$ cat config.mk
export PLATFORM = sky130hd
export DESIGN_NAME = run_detector
export DESIGN_NICKNAME = d
export VERILOG_FILES = /design/src/rtl/run_det_pkg.sv /design/src/rtl/sat_counter.sv /design/src/rtl/run_detector.sv
export SDC_FILE = /design/constraint.sdc
export NUM_CORES = 1
export LEC_CHECK = 0
export CORE_UTILIZATION = 46
export DETAILED_ROUTE_END_ITERATION = 16
export PLACE_DENSITY = 0.79
export SYNTH_ARGS = -nofsm -noshare
export SYNTH_HDL_FRONTEND = slang
export SYNTH_HIERARCHICAL = 1
export SYNTH_SLANG_ARGS = --single-unit
$ cat constraint.sdc
create_clock -name Clock -period 2.5 [get_ports Clock]
set_clock_uncertainty 0.1 [all_clocks]
set_input_delay 0.5 -clock Clock [delete_from_list [all_inputs] [get_ports Clock]]
set_output_delay 0.5 -clock Clock [all_outputs]
set_load 0.02 [all_outputs]
$ cat src/rtl/run_det_pkg.sv
// Shared types for the run detector: FSM state encoding, detection modes,
// and the rule deciding whether a run's polarity is being watched.
package run_det_pkg;

  typedef enum logic [1:0] {
    IDLE = 2'b00,
    RUN0 = 2'b01,
    RUN1 = 2'b10
  } state_t;

  typedef enum logic [1:0] {
    MODE_ONES   = 2'b00,
    MODE_ZEROS  = 2'b01,
    MODE_EITHER = 2'b10,
    MODE_OFF    = 2'b11
  } mode_t;

  localparam int RUN_LEN_MIN = 2;
  localparam int RUN_LEN_MAX = 15;

  function automatic logic polarity_enabled(input mode_t m, input state_t s);
    logic en;
    case (m)
      MODE_ONES:   en = (s == RUN1);
      MODE_ZEROS:  en = (s == RUN0);
      MODE_EITHER: en = (s != IDLE);
      default:     en = 1'b0;
    endcase
    return en;
  endfunction

endpackage

$ cat src/rtl/sat_counter.sv
// Up-counter that sticks at all-ones instead of wrapping.
module sat_counter #(
  parameter int WIDTH = 8
) (
  input  logic             Clock,
  input  logic             Reset,
  input  logic             Inc,
  output logic [WIDTH-1:0] Q
);

  logic [WIDTH-1:0] q_reg;

  always_ff @(posedge Clock) begin
    if (Reset) begin
      q_reg <= '0;
    end else if (Inc && (q_reg != {WIDTH{1'b1}})) begin
      q_reg <= q_reg + WIDTH'(1);
    end
  end

  assign Q = q_reg;

endmodule

$ cat src/rtl/run_detector.sv
// Serial run detector: tracks the current run of identical bits and flags
// runs of RUN_LEN or more whose polarity the selected mode is watching.
module run_detector
  import run_det_pkg::*;
#(
  parameter int RUN_LEN = 4,
  parameter int CNT_W   = 8
) (
  input  logic             Clock,
  input  logic             Reset,
  input  logic             En,
  input  logic             W,
  input  logic [1:0]       Mode,
  output logic             Z,
  output logic [3:0]       RunCount,
  output logic [1:0]       State,
  output logic [CNT_W-1:0] MatchCount
);

  generate
    if (RUN_LEN < RUN_LEN_MIN || RUN_LEN > RUN_LEN_MAX) begin : g_bad_run_len
      $error("run_detector: RUN_LEN must be within 2..15");
    end
    if (CNT_W < 1 || CNT_W > 16) begin : g_bad_cnt_w
      $error("run_detector: CNT_W must be within 1..16");
    end
  endgenerate

  localparam logic [3:0] RUN_LEN_C = 4'(RUN_LEN);

  state_t     state_reg, state_next, sample_state;
  logic [3:0] run_cnt_reg, run_cnt_next;
  logic       z_reg, z_next;
  logic       match_inc;

  always_comb begin
    state_next   = state_reg;
    run_cnt_next = run_cnt_reg;
    z_next       = z_reg;
    sample_state = W ? RUN1 : RUN0;
    if (En) begin
      // IDLE never equals a RUN state, so the first sample lands in the restart branch.
      if (state_reg == sample_state) begin
        run_cnt_next = (run_cnt_reg >= RUN_LEN_C) ? RUN_LEN_C : run_cnt_reg + 4'd1;
      end else begin
        run_cnt_next = 4'd1;
      end
      state_next = sample_state;
      z_next     = (run_cnt_next == RUN_LEN_C) &&
                   polarity_enabled(mode_t'(Mode), sample_state);
    end
  end

  // A match is counted only on the rising edge of Z, so overlapping samples do not recount.
  assign match_inc = En && z_next && !z_reg;

  always_ff @(posedge Clock) begin
    if (Reset) begin
      state_reg   <= IDLE;
      run_cnt_reg <= 4'd0;
      z_reg       <= 1'b0;
    end else begin
      state_reg   <= state_next;
      run_cnt_reg <= run_cnt_next;
      z_reg       <= z_next;
    end
  end

  sat_counter #(
    .WIDTH(CNT_W)
  ) u_match_cnt (
    .Clock(Clock),
    .Reset(Reset),
    .Inc  (match_inc),
    .Q    (MatchCount)
  );

  assign Z        = z_reg;
  assign RunCount = run_cnt_reg;
  assign State    = state_reg;

endmodule

==> impl_results.md <==
* Status: finished clean
* Startpoint type of the worst setup path: input port
* Sequential area share after synthesis at 38.3%
* Initial antenna violation count at 0
* Fmax at 0.436 GHz
* Layout area overhead at 36.7%
* CTS buffer count at 3
* Yosys reg bits at 15
* Layout cell share with drive strength beyond 1 at 16.8%
* R2r setup slk at roughly 400 ps
* Max cap viols at 0
* Placed cell count at 125
* Final worst slack at 209 ps
* PwrDens at 404 nW/µm²
* Overflow after GRT at 0
* Largest net degree at the start of global routing at 9
* Number of diodes at 0
* Hold slack at 385 ps
* Post-CTS Setup Bufs at 0
* Hpwl dp at around 1400 µm
* RR Endpoint: u_match_cnt/Q[7]$_SDFFE_PP0P_
* # DRC at 0
* Most frequent cells in the layout: clkdlybuf4s50_1, dfxtp_1, a21oi_1
* Met1 wire length at roughly 850 µm
* RePlAce Congestion at 0.809
* Core Area at 1540 µm²
* Count of cell types in the netlist at 38
* Leading cell type in the layout, fill and taps excluded: clkdlybuf4s50_1
* Clk root buf: clkbuf_4
* CTS tree: yes
* Crit Path Max Fanout at 6
* Power, Total at 433 µW
* Rows at 14
* CP Capture Point: u_match_cnt/Q[7]$_SDFFE_PP0P_
* Setup CP Type: input port to register
* Finished Layout Cells at 129
* Pre-Repair DR Iteration Count at 4
* Crit. Startpoint: W
* CP Data Required Time at 2570 ps
* Fin crit share at 91.6%
* Net Count, Synth at 91
* Syn. warnings at 6
* Max-slew headroom at just over 70%
* Chip height at ~43 µm
* Final Hold Violating Endpoints at 0
* Starting Density at 50.9%
* Htree depth at 1
* Met3 wire len at 63 µm
* Dominant synthesized flop cell: dfxtp_1
* Fill cell count at 121
* Setup violations, final at 0
* Nets at 122
* Final Slew Violations at 0
* Final wirelength at 1790 µm
* R2R depth at 7
* Min Tclk post-route at 2290 ps
* Drt first-iter violations at 18
* Post-synth ARST share at 0%
* Post-Synthesis Cells at 83
* Post-Syn Area per Cell at between 9 and 10 µm²
* Cts repair resizes at 0
* Total GRT Usage at 21.5%
* Clock transition at path regs at 90 ps
* Die Footprint at 1870 µm²
* Pleak at 0.000414 µW
* PortBufs at 20
* TNS Setup at 0 ps
* Critical path endpoint category: register
* First-pass GRT wire length at 3110 µm
* WL met2 at 862 µm
* Vias in the first global route at 676
* Data arrival, critical path at about 2400 ps
* Highest metal used: met4
* Worst hold path type: register to register
* Post-synth EDFFs at 0
* Vias post-DR at roughly 750
* Vias per inst at about 6
* Cts-stage hold buffer count at 0
* Dpl ws at -51.6 ps
* Clock buffer depth at 2
* Slew @ Worst Pin at 423 ps
* Cell Area, Synth at 785 µm²
* Post-route ant nets at 0
* Reg-to-reg startpoint: RunCount[0]$_SDFFE_PP0P_
* Max VDD drop at ~0.27 mV
* Later-pin clock latency in the skew report at 270 ps
* RSZ-0062 raised after global routing: false
* # IOs at 21
* Routed len/inst at between 10 and 15 µm
* CTS sink count at 15
* Chip Width at 43.3 µm
power by group:
group / internal (µW) / total, µW / switching [µW] / leakage (µW)
registers: 242 / 246 / 3.80 / 0.000122
logic: 26.1 / 50.5 / 24.4 / 0.000277
clock network: 61.7 / 136 / 74.7 / 0.0000150
total: 330 / 433 / 103 / 0.000414
stage by stage:
step / utilization, % / cell area (µm²)
2_1_floorplan: - / 785
6_report: 69.6 / 1070
5_1_grt: 69.6 / 1070
3_3_place_gp: 67.9 / 1050
3_5_place_dp: 67.9 / 1050
4_1_cts: 69.6 / 1070
cells by family (layout without fill, tap and decap cells):
kind of cell / after synthesis / count (layout) / share of synthesized area, %
buf+inv: 5 / 35 / 3.35
fa+ha+maj: 2 / 2 / 3.19
xor+xnor: 1 / 1 / 1.12
flops: 15 / 15 / 38.3
simple gates: 34 / 34 / 25.8
mux: 3 / 3 / 4.47
compound gates: 23 / 23 / 23.8
per-layer routing:
layer / vias up / GRT usage [%]
met5: - / 0
met4: 0 / 5.45
met3: 2 / 3.83
met2: 18 / 35.5
met1: 353 / 28.6
li1: 379 / -
final cells by class:
cell class | instances | area, µm² | area share, %
sequential | 15 | 300 | 28.0
timing repair buffer | 27 | 253 | 23.6
tap | 16 | 20.0 | 1.87
inverter | 4 | 15.0 | 1.40
multi-input combinational | 63 | 458 | 42.7
clock buffer | 4 | 26.3 | 2.45
synthesized netlist by cell type (2+ instances only):
| master | n | area (µm²) |
|---|---|---|
| a211oi_1 | 2 | 15.0 |
| a21oi_1 | 8 | 40.0 |
| a311oi_1 | 2 | 17.5 |
| and4_1 | 2 | 17.5 |
| dfxtp_1 | 15 | 300 |
| ha_1 | 2 | 25.0 |
| inv_1 | 4 | 15.0 |
| mux2i_1 | 2 | 20.0 |
| nand2_1 | 6 | 22.5 |
| nand3_1 | 3 | 15.0 |
| nand4_1 | 2 | 12.5 |
| nor2_1 | 7 | 26.3 |
| nor3_1 | 2 | 10.0 |
| o21bai_1 | 2 | 15.0 |
registers in the layout, summed over array words and instances (netlist names):
signal,flops
RunCount,4
u_match_cnt/Q,8
Z,1
State,2
worst max-delay path: stages:
cell,delay (ps)
clkdlybuf4s50_1,510
and4bb_2,230
a21oi_1,50
nor4_1,260
buf_4,190
and4_1,250
a21oi_1,80
a311oi_1,280
worst min-delay path by stage:
stage	start	slack, ps	cells past startpoint	end
floorplan	RunCount[1]$_SDFFE_PP0P_	440	2	RunCount[1]$_SDFFE_PP0P_
global placement	RunCount[1]$_SDFFE_PP0P_	360	2	RunCount[1]$_SDFFE_PP0P_
detailed placement	RunCount[1]$_SDFFE_PP0P_	370	2	RunCount[1]$_SDFFE_PP0P_
CTS	RunCount[1]$_SDFFE_PP0P_	390	2	RunCount[1]$_SDFFE_PP0P_
global route	RunCount[1]$_SDFFE_PP0P_	430	2	RunCount[1]$_SDFFE_PP0P_
finish	RunCount[1]$_SDFFE_PP0P_	380	2	RunCount[1]$_SDFFE_PP0P_
(Power assumes the default switching activity.)
==> patch (same settings) <==
Change the parameter `CNT_W` from 8 to 6.
--- a/src/rtl/run_detector.sv
+++ b/src/rtl/run_detector.sv
@@ -4,7 +4,7 @@
   import run_det_pkg::*;
 #(
   parameter int RUN_LEN = 4,
-  parameter int CNT_W   = 8
+  parameter int CNT_W   = 6
 ) (
   input  logic             Clock,
   input  logic             Reset,
Interface: changed (resized MatchCount); port bits go from 21 to 19. No check against the original RTL was run, so the function may have changed too.
==> patch against the unedited design <==
- worst hold slack gained 0.0045 ns
- total power shrank 11%
- sequential cell count shrank 2
- wire length shrank 26%
- clock power shrank 8%
- sequential power shrank 13%
- setup slack gained 0.033 ns
- design area shrank 18%
- via count shrank 21%
- critical path type unchanged
- critical endpoint is now u_match_cnt/Q[5]$_SDFFE_PP0P_
- synthesized cell count shrank 23%
- synthesized area shrank 21%
- final cell count shrank 19%
==> patch: results <==
set metrics [dict create \
    outcome "finished, final reports clean" \
    synth_common_cells "dfxtp_1, nor2_1, a21oi_1" \
    grt_first_pass_wirelength_mm 2.11 \
    muxShareOfSynthArea_pct 5.04 \
    drive_gt1_share_pct 15.4 \
    synthAdderAreaFrac_pct 4.03 \
    dp_hpwl_um 993 \
    peakVddDrop_mv 0.344 \
    yosys-top-cells-area "dfxtp_1, nor2_1, a311oi_1" \
    wl_per_cell_um 12.6 \
    synth-xor-area-share_pct 2.82 \
    place_inst 101 \
    grt_pass1_vias 517 \
    dpl_cell_area_um2 856 \
    gp_congestion 0.841 \
    largest_register_ffs 6 \
    worst_pin_slew_ns 0.502 \
    crit_arrival_ns 2.32 \
    cp_top_family "buffers and inverters" \
    p_int_mw 0.293 \
    synth_compound_area_share_pct 20.2 \
    p_leak_nw 0.350 \
    dr.first_iter.drc_count 12 \
    syn_inst 64 \
    portBuffers 18 \
]
[patch: cell types whose count changed in the layout (fill, tap and decap cells not counted), sizes merged, moves of 2 or more]
cell	unedited run	this run
nand2	6	2
a21oi	8	5
a21boi	2	0
and4	2	0
buf	7	5
clkdlybuf4s50	20	18
dfxtp	15	13
nor2	7	9
o21bai	2	0
[patch: power by group through the flow]
| stage | Sequential, mW | Clock [mW] | Combinational (mW) |
|---|---|---|---|
| 5_1_grt | 0.215 | 0.140 | 0.0487 |
| 3_3_place_gp | 0.219 | 0 | 0.0445 |
| 4_1_cts | 0.214 | 0.132 | 0.0452 |
| 3_5_place_dp | 0.219 | 0 | 0.0451 |
| 6_report | 0.214 | 0.125 | 0.0451 |
| 2_1_floorplan | 0.222 | 0 | 0.0150 |
[patch: area by class of cell]
type | instances | area, um^2
clock inverters | 1 | 5.00
multi-input cells | 47 | 345
well taps | 14 | 17.5
clock buffers | 3 | 22.5
fillers | 93 | 303
repair buffers | 23 | 218
inverters | 4 | 15.0
flip-flops and latches | 13 | 260
[patch: final timing paths]
path	depth (start not counted)	slack (ns)	endpoint	from
worst max register to register	8	0.40	u_match_cnt/Q[5]$_SDFFE_PP0P_	RunCount[0]$_SDFFE_PP0P_
worst min-delay path	2	0.39	RunCount[1]$_SDFFE_PP0P_	RunCount[1]$_SDFFE_PP0P_
worst min register to register	2	0.39	RunCount[1]$_SDFFE_PP0P_	RunCount[1]$_SDFFE_PP0P_
worst max-delay path	8	0.24	u_match_cnt/Q[5]$_SDFFE_PP0P_	W
[patch: metal layers]
layer / GRT usage, % / vias up / wire length (um)
li1: - / 299 / -
met1: 25.7 / 274 / 646
met2: 32.9 / 16 / 592
met3: 10.4 / 2 / 66
met4: 5.17 / 0 / 12
met5: 0 / - / 0
